`config.mk`:
```
export PLATFORM = sky130hd
export DESIGN_NAME = btn_dir_ctrl_flat
export DESIGN_NICKNAME = d
export VERILOG_FILES = /design/src/rtl/btn_dir_if.sv /design/src/rtl/btn_dir_ctrl.sv /design/src/flat_wrapper.sv
export SDC_FILE = /design/constraint.sdc
export NUM_CORES = 1
export LEC_CHECK = 0
export BUFFER_PORTS_ARGS = -buffer_cell sky130_fd_sc_hd__buf_2
export CORE_MARGIN = 2
export CORE_UTILIZATION = 47
export DETAILED_ROUTE_END_ITERATION = 12
export MAX_ROUTING_LAYER = met4
export PLACE_DENSITY = 0.63
export SLEW_MARGIN = 20
export SYNTH_ARGS = -nofsm -noshare
export SYNTH_HDL_FRONTEND = slang
export SYNTH_SLANG_ARGS = --single-unit
```
`constraint.sdc`:
```
create_clock -name clk -period 2 [get_ports clk]
set_input_delay 0.4 -clock clk [delete_from_list [all_inputs] [get_ports clk]]
set_output_delay 0.4 -clock clk [all_outputs]
set_load 0.03 [all_outputs]
```
`src/rtl/btn_dir_if.sv`:
```
// Button/direction bus between btn_dir_ctrl and its environment.
// The DUT side uses the slave modport. state_dbg exposes the FSM state for observation.
interface btn_dir_if;
    // There is no valid/ready pair on this bus.
    // Each pulse is a one-cycle strobe that is always accepted.
    // dir is valid on every cycle and changes only on the edge that raises a strobe.
    logic       btn_n;
    logic       btn_level;
    logic       dir;
    logic       press_pulse;
    logic       long_pulse;
    logic [1:0] state_dbg;

    modport master (
        output btn_n,
        input  btn_level, dir, press_pulse, long_pulse, state_dbg
    );

    modport slave (
        input  btn_n,
        output btn_level, dir, press_pulse, long_pulse, state_dbg
    );
endinterface

```
`src/rtl/btn_dir_ctrl.sv`:
```
// Push-button front end: synchronizer, debouncer and a press FSM that drives the LED direction bit.
// Define LONG_PRESS_EN to compile in long-press detection (hold counter, HELD state, long_pulse).
module btn_dir_ctrl #(
    parameter int   DEBOUNCE_CYCLES = 1000000,
    parameter int   LONG_CYCLES     = 100000000,
    parameter logic DIR_INIT        = 1'b1
) (
    input logic     clk,
    input logic     rst,
    btn_dir_if.slave bus
);
    localparam int DB_W = $clog2(DEBOUNCE_CYCLES + 1);
    localparam logic [DB_W-1:0] DB_LAST = DB_W'(DEBOUNCE_CYCLES - 1);

    typedef enum logic [1:0] {
        RELEASED = 2'd0,
        PRESSED  = 2'd1,
        HELD     = 2'd2
    } state_t;

    logic            s1_q, s1_d;
    logic            sync_q, sync_d;
    logic            level_q, level_d;
    logic [DB_W-1:0] db_cnt_q, db_cnt_d;
    state_t          state_q, state_d;
    logic            dir_q, dir_d;
    logic            press_q, press_d;
    logic            long_q, long_d;

`ifdef LONG_PRESS_EN
    localparam int HOLD_W = $clog2(LONG_CYCLES + 1);
    localparam logic [HOLD_W-1:0] HOLD_LAST = HOLD_W'(LONG_CYCLES - 1);
    logic [HOLD_W-1:0] hold_q, hold_d;
`endif

    always_comb begin
        s1_d     = bus.btn_n;
        sync_d   = s1_q;
        level_d  = level_q;
        db_cnt_d = '0;
        // Count only while the synchronized input disagrees with the accepted level.
        // The counter restarts after any bounce, and it never passes DB_LAST.
        if (sync_q != level_q) begin
            if (db_cnt_q == DB_LAST) begin
                level_d = sync_q;
            end else begin
                db_cnt_d = db_cnt_q + DB_W'(1);
            end
        end

        state_d = state_q;
        dir_d   = dir_q;
        press_d = 1'b0;
        long_d  = 1'b0;
`ifdef LONG_PRESS_EN
        hold_d  = hold_q;
`endif
        unique case (state_q)
            RELEASED: begin
                if (!level_q) begin
                    state_d = PRESSED;
`ifdef LONG_PRESS_EN
                    hold_d  = '0;
`else
                    dir_d   = ~dir_q;
                    press_d = 1'b1;
`endif
                end
            end
            PRESSED: begin
                // A release is checked before hold expiry.
                // A release on the expiry cycle therefore counts as a short press.
                if (level_q) begin
                    state_d = RELEASED;
`ifdef LONG_PRESS_EN
                    dir_d   = ~dir_q;
                    press_d = 1'b1;
                end else if (hold_q == HOLD_LAST) begin
                    state_d = HELD;
                    dir_d   = DIR_INIT;
                    long_d  = 1'b1;
                end else begin
                    hold_d  = hold_q + HOLD_W'(1);
`endif
                end
            end
            HELD: begin
                if (level_q) state_d = RELEASED;
            end
            default: state_d = RELEASED;
        endcase
    end

    always_ff @(posedge clk) begin
        if (!rst) begin
            s1_q     <= 1'b1;
            sync_q   <= 1'b1;
            level_q  <= 1'b1;
            db_cnt_q <= '0;
            state_q  <= RELEASED;
            dir_q    <= DIR_INIT;
            press_q  <= 1'b0;
            long_q   <= 1'b0;
`ifdef LONG_PRESS_EN
            hold_q   <= '0;
`endif
        end else begin
            s1_q     <= s1_d;
            sync_q   <= sync_d;
            level_q  <= level_d;
            db_cnt_q <= db_cnt_d;
            state_q  <= state_d;
            dir_q    <= dir_d;
            press_q  <= press_d;
            long_q   <= long_d;
`ifdef LONG_PRESS_EN
            hold_q   <= hold_d;
`endif
        end
    end

    assign bus.btn_level   = level_q;
    assign bus.dir         = dir_q;
    assign bus.press_pulse = press_q;
`ifdef LONG_PRESS_EN
    assign bus.long_pulse  = long_q;
`else
    assign bus.long_pulse  = 1'b0;
`endif
    assign bus.state_dbg   = state_q;
endmodule
```
`src/flat_wrapper.sv`:
```
// flat-port wrapper written by rule: the top's interface ports become plain ports
module btn_dir_ctrl_flat 
#(
    parameter int   DEBOUNCE_CYCLES = 1000000,
    parameter int   LONG_CYCLES     = 100000000,
    parameter logic DIR_INIT        = 1'b1
)
  (clk, rst, bus_btn_n, bus_btn_level, bus_dir, bus_press_pulse, bus_long_pulse, bus_state_dbg);
  btn_dir_if bus_i ();
  input logic clk;
  input logic rst;
  input wire logic [$bits(bus_i.btn_n)-1:0] bus_btn_n;
  output wire logic [$bits(bus_i.btn_level)-1:0] bus_btn_level;
  output wire logic [$bits(bus_i.dir)-1:0] bus_dir;
  output wire logic [$bits(bus_i.press_pulse)-1:0] bus_press_pulse;
  output wire logic [$bits(bus_i.long_pulse)-1:0] bus_long_pulse;
  output wire logic [$bits(bus_i.state_dbg)-1:0] bus_state_dbg;
  assign bus_i.btn_n = bus_btn_n;
  assign bus_btn_level = bus_i.btn_level;
  assign bus_dir = bus_i.dir;
  assign bus_press_pulse = bus_i.press_pulse;
  assign bus_long_pulse = bus_i.long_pulse;
  assign bus_state_dbg = bus_i.state_dbg;
  btn_dir_ctrl #(.DEBOUNCE_CYCLES(DEBOUNCE_CYCLES), .LONG_CYCLES(LONG_CYCLES), .DIR_INIT(DIR_INIT)) u_core (.clk(clk), .rst(rst), .bus(bus_i));
endmodule
```
# Word-level counts from Yosys, hierarchy flattened

Index checks and enable logic that the tools add are counted.

Add/sub/neg operators: 1
$mul: 0
Div/mod/pow operators: 0
$lt $le $gt $ge: 0
Eq/ne operators: 6
Shift-type cells: 0
Muxes and demuxes: 4
Bitwise gates (word level): 4
Reductions and logical operators: 7

Operators with widths:

| operator                                                                 | count |
|---|---|
| 20-bit by 1-bit adder with 20-bit output (second input constant)         | 1 |
| 20-bit == test (second input constant)                                   | 1 |
| 2-bit AND reduction                                                      | 4 |
| 2-bit 2-to-1 mux                                                         | 2 |
| 1-bit inverter                                                           | 4 |
| 2-bit one-hot mux with 2 select lines                                    | 1 |
| 3-bit OR reduction                                                       | 1 |
| 2-bit by 1-bit == test with 1-bit output (second input constant)         | 1 |
| 2-bit == test (second input constant)                                    | 1 |
| 2-bit zero test                                                          | 1 |
| 2-bit by 1-bit inequality test with 1-bit output (second input constant) | 1 |
| 2-bit inequality test (second input constant)                            | 1 |
| 2-bit OR reduction                                                       | 1 |
| 1-bit 2-to-1 mux                                                         | 1 |
| 1-bit inequality test                                                    | 1 |

Register bits: 27
Bits in latches: 0
RAM bits: 0
ROM bits: 0
Output and inout port bits: 6
Memories kept: 0

# Depth between registers and ports, before layout

Gate-level depths: netlist of the first run.

Word-level depth: 4
Mapped depth: 6
Mapped depth without buffers: 5

# Worst setup path after synthesis of the first run

OpenSTA, ideal clock, no wires.

Path kind: register to register
From: reg u_core.db_cnt_q[0]
To: reg u_core.db_cnt_q[15]
Data arrival time: 1633 ps
Required time: 1885 ps
Setup slack: 252 ps
Cell stages (with the launch flop): 7
Period minus slack after synthesis: 1748 ps
Cells stage by stage: dfxtp_1 ha_1 nand3_2 or4_4 o21bai_4 buf_6 nor2_1

Cells in the longest elaborated chain, start to end: 2
Elaborated cells on any way between the ends: 3
Those cells by class: 1 x add/sub; 1 x eq/ne; 1 x reduce/logical

Ends and longest elaborated chain:

| element                                                                          | line                | source |
|---|---|---|
| from (decl)                                                                      | btn_dir_ctrl.sv:24  | `logic [DB_W-1:0] db_cnt_q, db_cnt_d;` |
| from (signal assigned)                                                           | btn_dir_ctrl.sv:111 | `db_cnt_q <= db_cnt_d;` |
| branches (longest 2 deep; another with 20-bit by 1-bit adder with 20-bit output) | n/a                 |  |

Parallel ways; which one is timed is not known.
A chain may end at the register's enable or synchronous reset.

# Worst setup path after layout of the first run

From: reg u_core.db_cnt_q[0]
To: reg u_core.db_cnt_q[19]

The elaborated chain is that of the path after synthesis.

==> impl_metrics.env, run 1 <==
export IMPL_cts_root_buf="clkbuf_4"
export IMPL_dr_pass1_iters=4
export IMPL_synthSimpleGateAreaFrac_pct=31.14
export IMPL_synth_cells=134
export IMPL_fp_dieW_um=54.48
export IMPL_drt_total_wl_um=2212
export IMPL_grt_max_degree=15
export IMPL_ys_warn_count=0
export IMPL_crit_path_start_kind="register"
export IMPL_start_util_pct=48.78
export IMPL_die_h_um=54.48
export IMPL_cp_cell_sequence="ha_1 -> nand3_2 -> or4_4 -> o21bai_4 -> buf_4 -> a21oi_1"
export IMPL_required_ns=2.21
export IMPL_worst_slew_pin_slew_ns=0.5623
export IMPL_grt_overflow_total=0
export IMPL_n_fill_cell=248
export IMPL_io_pins=9
export IMPL_synthAdderAreaFrac_pct=2.090
export IMPL_slew_headroom_pct=62.17
export IMPL_fin_nets=149
export IMPL_max_stage_delay_ns=0.57
export IMPL_post_place_ws_ns=0.1972
export IMPL_clk_pin_slew_ns=0.14
export IMPL_placed_cell_area_um2=1254
export IMPL_setup_ws_ns=0.1669
export IMPL_synth_avg_cell_area_um2=8.936
export IMPL_die_area_um2=2968
export IMPL_vias=944
export IMPL_path_max_fanout=9
export IMPL_yosysUniqueCellTypes=33
export IMPL_antenna_cells=0
export IMPL_insertion_delay_ns=0.33
export IMPL_max_freq_mhz=545.5
export IMPL_clockBufferDepth=2
export IMPL_synthesis_area_um2=1197
export IMPL_p_leak_uw=0.0003958
export IMPL_ys_top_cells_by_area="dfxtp_1 43%, xnor2_1 9.5%, nor2_1 5.6%, nand2_1 3.1%, nand4_1 3.1%"
export IMPL_cts_sinks=26
export IMPL_place_port_buffers=6
export IMPL_gp_congestion=0.7736
export IMPL_drc=0
export IMPL_grt_pass1_vias=871
export IMPL_drv_slew=0
export IMPL_tritoncts="built"
export IMPL_cts_resized=0
export IMPL_vias_per_cell=5.457
export IMPL_yosysSeqAreaShare_pct=43.47
export IMPL_min_period_ns=1.833
export IMPL_cap_violations=0
export IMPL_hold_class="input pin to register"
export IMPL_drtIter0Drc=16
export IMPL_h_tree_depth=1
export IMPL_numCtsBuffers=3
export IMPL_post_route_period_util_pct=91.65
export IMPL_avgRoutedWirePerCell_um=12.79
export IMPL_finalSetupTns_ns=0
export IMPL_cts_setup_buffers=0
export IMPL_hpwlAfterDp_um=1672
export IMPL_arrival_ns=2.05
export IMPL_core_area_um2=2455
export IMPL_grt_setup_unrepaired="no"
export IMPL_antenna_found_initial=0
export IMPL_setup_worst_path_end_class="register"
export IMPL_synth_xor_area_share_pct=12.43
export IMPL_powerDensity_nw_per_um2=625.4
export IMPL_outcome="finished, final reports clean"
export IMPL_drive_above_1_share_pct=11.89
export IMPL_netlist_area_leader_share_pct=43.47
export IMPL_grt_pass1_wl_um=3788
export IMPL_synth_top_family_by_area="simple AND/OR/NAND/NOR gates"
export IMPL_setup_viol_count_final=0
export IMPL_yosysTopAreaCell="dfxtp_1"
export IMPL_grt_usage_pct=18.47
export IMPL_rows=18
export IMPL_hold_buffers=0
export IMPL_design_area_um2=1290
export IMPL_area_delta_synth_final_pct=7.733
export IMPL_ir_drop_mv=0.3783
export IMPL_hold_viol=0
export IMPL_synth_compound_area_share_pct=6.479
export IMPL_synth_seq_cells=26
export IMPL_fin_worst_skew_ns=0.01055
export IMPL_ant_nets=0
export IMPL_placedCellCount=169
export IMPL_final_cells=173
export IMPL_synth_mux_area_share_pct=0
export IMPL_slowest_stage="or4_4"
export IMPL_path_class="register to register"
## layout by cell type, fill, tap and decap left out
cell type  instances
or4_4              1
buf_2              6
o211ai_1           1
buf_4              2
and2_1             1
nor4_1             5
dfxtp_1           26
and4_1             1
or3_1              1
nand4bb_1          1
nor3_1             4
nand3_1            7
nand4b_1           2
clkbuf_8           1
xor2_1             4
a21oi_1            4
o31ai_1            1
nand4_1            6
conb_1             2
clkbuf_4           3
nor4b_1            2
and3_1             4
inv_1              5
nand3_2            1
nor2_1            18
ha_1               2
and4_2             1
o41ai_1            1
nand2_1           10
o21bai_4           1
o21ai_0            3
nand2b_1           2
and3_2             1
xnor2_1           13
## synth_stat cells, drive strengths merged
cell type and count:
dfxtp 26, nor2 18, xnor2 13, nand2 10, nand3 8, nand4 6, and3 5, inv 5
nor4 5, a21oi 4, nor3 4, xor2 4, buf 3, o21ai 3, and4 2, ha 2
nand2b 2, nand4b 2, nor4b 2, and2 1, clkbuf 1, conb 1, nand4bb 1, o211ai 1
o21bai 1, o31ai 1, o41ai 1, or3 1, or4 1
## logic make-up after synthesis
group / Yosys count
AO/OA/AOI/OAI: 11
XOR/XNOR: 17
adder cells (fa/ha/maj): 2
buffers and inverters: 9
flip-flops: 26
other: 1
AND/OR/NAND/NOR: 68
## path summary, 6_finish.rpt
kind	slack (ns)	end	depth (start not counted)	start
worst min-delay path	0.24	u_core.s1_q	2	bus_btn_n
worst max register to register	0.17	u_core.db_cnt_q[19]	6	u_core.db_cnt_q[0]
worst min register to register	0.44	u_core.sync_q	1	u_core.s1_q
worst max-delay path	0.17	u_core.db_cnt_q[19]	6	u_core.db_cnt_q[0]
## sequential cells by signal (all words and copies together), names as in the netlist
| register | count |
|---|---|
| u_core.s1_q | 1 |
| u_core.db_cnt_q | 20 |
| u_core.sync_q | 1 |
| u_core.bus.state_dbg | 1 |
| u_core.bus.btn_level | 1 |
| u_core.bus.press_pulse | 1 |
| u_core.bus.dir | 1 |
## metrics by stage
| step | hold slack [ns] | util, % | power [µW] |
|---|---|---|---|
| 4_1_cts | 0.2479 | 52.55 | 807.4 |
| 5_1_grt | 0.2587 | 52.55 | 832.4 |
| 3_5_place_dp | 0.4070 | 51.07 | 550.0 |
| 6_report | 0.2422 | 52.55 | 806.7 |
| 3_3_place_gp | 0.3994 | 51.07 | 549.6 |
| 2_1_floorplan | 0.3863 | - | 547.5 |
## final cells by class
class                      count  area [µm²]  share of cell area (%)
clock buffer                   4       36.28                   2.813
inverter                       5       18.77                   1.455
multi-input combinational    100       631.9                   48.98
sequential                    26       520.5                   40.35
tap                           30       37.54                   2.910
timing repair buffer           8       45.04                   3.492
## per-layer routing
layer	vias to the layer above	GRT usage [%]	part of all wire, %
met2	12	29.52	47
met5	-	-	0
met4	0	8.750	1.8
met1	443	22.99	48
met3	4	2.459	2.4
li1	485	-	-
## worst max-delay path: cells and delay by family, from the launching register on
family / cells / cell delay (ns)
and+or+nand+nor: 2 / 0.71
DFF: 1 / 0.41
adders and majority gates: 1 / 0.23
AOI/OAI and AO/OA: 2 / 0.18
buffers and inverters: 1 / 0.18
## where the power goes
group	internal, µW	switching, µW
clock	111	157
sequential	520	1.38
combinational	5.43	11.4
total	637	169
(Power assumes the default switching activity.)
==> run 2, diff against run 1 <==
--- a/config.mk
+++ b/config.mk
@@ -5,6 +5,7 @@
 export SDC_FILE = /design/constraint.sdc
 export NUM_CORES = 1
 export LEC_CHECK = 0
+export ABC_AREA = 1
 export BUFFER_PORTS_ARGS = -buffer_cell sky130_fd_sc_hd__buf_2
 export CORE_MARGIN = 2
 export CORE_UTILIZATION = 47
==> impl_metrics.env, run 2 <==
export IMPL_area_delta_synth_final_pct=5.700
export IMPL_top_register="u_core.db_cnt_q"
export IMPL_grt_max_degree=21
export IMPL_cap_violations=0
export IMPL_hold_buffers=0
export IMPL_max_freq_mhz=625.8
export IMPL_met3_length_um=56
export IMPL_yosysTopAreaCell="dfxtp_1"
export IMPL_max_stage_delay_ns=0.43
export IMPL_tritoncts="built"
export IMPL_setup_viol_count_final=0
export IMPL_placedCellCount=207
export IMPL_synth_most_common_cell="nand2_1"
export IMPL_cts_resized=0
export IMPL_cp_num_cells=7
export IMPL_drtIter0Drc=18
export IMPL_io_pins=9
export IMPL_antenna_found_initial=0
export IMPL_finalSetupTns_ns=0
export IMPL_power_switching_uw=187.9
export IMPL_fin_nets=187
export IMPL_vias_per_cell=4.886
export IMPL_synth_avg_cell_area_um2=7.232
export IMPL_clockBufferDepth=2
export IMPL_post_place_ws_ns=0.4099
export IMPL_met1_length_um=1082
export IMPL_ir_drop_mv=0.4131
export IMPL_pwr_share_clk_pct=27.4
export IMPL_synth_cells=173
export IMPL_required_ns=2.21
export IMPL_r2r_start="u_core.db_cnt_q[0]"
export IMPL_path_class="register to register"
export IMPL_grt_usage_pct=16.32
export IMPL_most_common_layout_cells="40 x nand2_1, 39 x nor2_1, 26 x dfxtp_1"
export IMPL_crit_buf_inv=1
export IMPL_antenna_cells=0
export IMPL_clk_pin_slew_ns=0.13
export IMPL_drv_slew=0
export IMPL_top_layer_used="met4"
export IMPL_cts_sinks=26
export IMPL_holdPathStages=2
export IMPL_cts_setup_buffers=0
export IMPL_powerDensity_nw_per_um2=605.1
export IMPL_crit_start="u_core.db_cnt_q[0]"
export IMPL_min_period_ns=1.598
export IMPL_fp_dieW_um=55.60
export IMPL_grt_setup_unrepaired="no"
export IMPL_gp_congestion=0.8245
export IMPL_yosys_most_used_dff="dfxtp_1"
export IMPL_synthTopCellsByCount="40 x nand2_1, 39 x nor2_1, 26 x dfxtp_1"
export IMPL_synthesis_area_um2=1251
export IMPL_met2WireLength_um=1011
export IMPL_hpwlAfterDp_um=1700
export IMPL_pwr_share_comb_pct=5.9
export IMPL_switching_share_pct=23.48
export IMPL_h_tree_depth=1
export IMPL_crit_path_end="u_core.db_cnt_q[13]"
export IMPL_ys_top_cells_by_area="dfxtp_1 42%, nand2_1 12%, nor2_1 12%, xor2_1 6.3%, inv_1 4.2%"
export IMPL_synth_seq_cells=26
export IMPL_drt_total_wl_um=2183
export IMPL_numCtsBuffers=3
export IMPL_critPathTopFamily="simple AND/OR/NAND/NOR gates"
export IMPL_arrival_ns=1.81
export IMPL_avgRoutedWirePerCell_um=10.40
export IMPL_start_util_pct=50.05
export IMPL_insertion_delay_ns=0.32
export IMPL_hold_class="input pin to register"
export IMPL_netlist_area_leader_share_pct=41.60
export IMPL_final_cells=210
export IMPL_grt_pass1_wl_um=4002
export IMPL_dr_pass1_iters=4
export IMPL_layout_commonest_cell="nand2_1"
export IMPL_largest_reg_flops=20
export IMPL_cp_cell_sequence="ha_1 -> nand3_2 -> nor3_2 -> nand3_1 -> nand2_1 -> buf_4 -> a21oi_1"
export IMPL_die_area_um2=3091
export IMPL_ant_nets=0
export IMPL_ff2ff_path_depth=7
export IMPL_drc=0
export IMPL_hold_ws_ns=0.2612
export IMPL_place_port_buffers=6
export IMPL_ys_warn_count=0
export IMPL_yosysUniqueCellTypes=23
export IMPL_die_h_um=55.60
export IMPL_drive_above_1_share_pct=10.56
export IMPL_async_flop_share_pct=0
export IMPL_r2r_setup_slack_ns=0.40
export IMPL_reg2reg_to="u_core.db_cnt_q[13]"
export IMPL_setup_ws_ns=0.4021
export IMPL_outcome="finished, final reports clean"
export IMPL_crit_path_start_kind="register"
export IMPL_hold_start="bus_btn_n"
export IMPL_fin_worst_skew_ns=0.005622
export IMPL_synth_edf_count=0
export IMPL_cellInternalPower_uw=612.4
export IMPL_grt_overflow_total=0
export IMPL_final_core_util_pct=52.90
export IMPL_vias=1026
export IMPL_grt_pass1_vias=935
export IMPL_p_leak_uw=0.0004117
export IMPL_n_fill_cell=260
export IMPL_cts_root_buf="clkbuf_4"
export IMPL_setup_worst_path_end_class="register"
export IMPL_hold_viol=0
export IMPL_path_max_fanout=20
export IMPL_post_route_period_util_pct=79.89
export IMPL_yosysSeqAreaShare_pct=41.60
export IMPL_slowest_stage="dfxtp_1"
export IMPL_p_seq_share_pct=66.7
export IMPL_rows=18
export IMPL_core_area_um2=2500
run 2: cells by family (layout without fill, tap and decap cells):
family | after synthesis | after routing | synth area share (%)
simple gates | 104 | 104 | 36.50
flops | 26 | 26 | 41.60
buf+inv | 18 | 24 | 6.600
xor+xnor | 14 | 14 | 9.800
compound gates | 8 | 8 | 3.200
fa+ha+maj | 2 | 2 | 2.000
other cells | 1 | 2 | 0.2997
run 2: through the flow:
stage               area [µm²]  power, µW
CTS                       1323      809.6
global placement          1300      592.0
global route              1323      840.2
detailed placement        1300      593.6
finish                    1323      800.3
floorplan                 1255      584.8
run 2: worst min-delay path by stage:
stage                    end  slack (ns)
6_report         u_core.s1_q        0.26
5_1_grt          u_core.s1_q        0.25
4_1_cts          u_core.s1_q        0.25
3_5_place_dp   u_core.sync_q        0.40
3_3_place_gp   u_core.sync_q        0.40
2_1_floorplan  u_core.sync_q        0.39
run 2: metal layers:
layer  GRT usage, %  up-vias
met1          20.99      459
met3          3.488        6
met4          5.575        0
met5              -        -
li1               -      545
met2          25.51       16
run 2: layout make-up:
cell class / count / area (µm²) / area share (%)
timing repair buffer: 7 / 37.54 / 2.838
sequential: 26 / 520.5 / 39.36
tap: 30 / 37.54 / 2.838
inverter: 14 / 52.55 / 3.974
clock buffer: 3 / 22.52 / 1.703
multi-input combinational: 130 / 651.9 / 49.29
run 2: power by group through the flow:
stage | registers (µW) | clock network [µW] | logic, µW
after global placement | 545 | 0 | 47.1
after global routing | 535 | 253 | 52.4
after CTS | 534 | 227 | 47.9
final | 534 | 219 | 47.3
after floorplan | 556 | 0 | 28.9
after detailed placement | 546 | 0 | 48.0
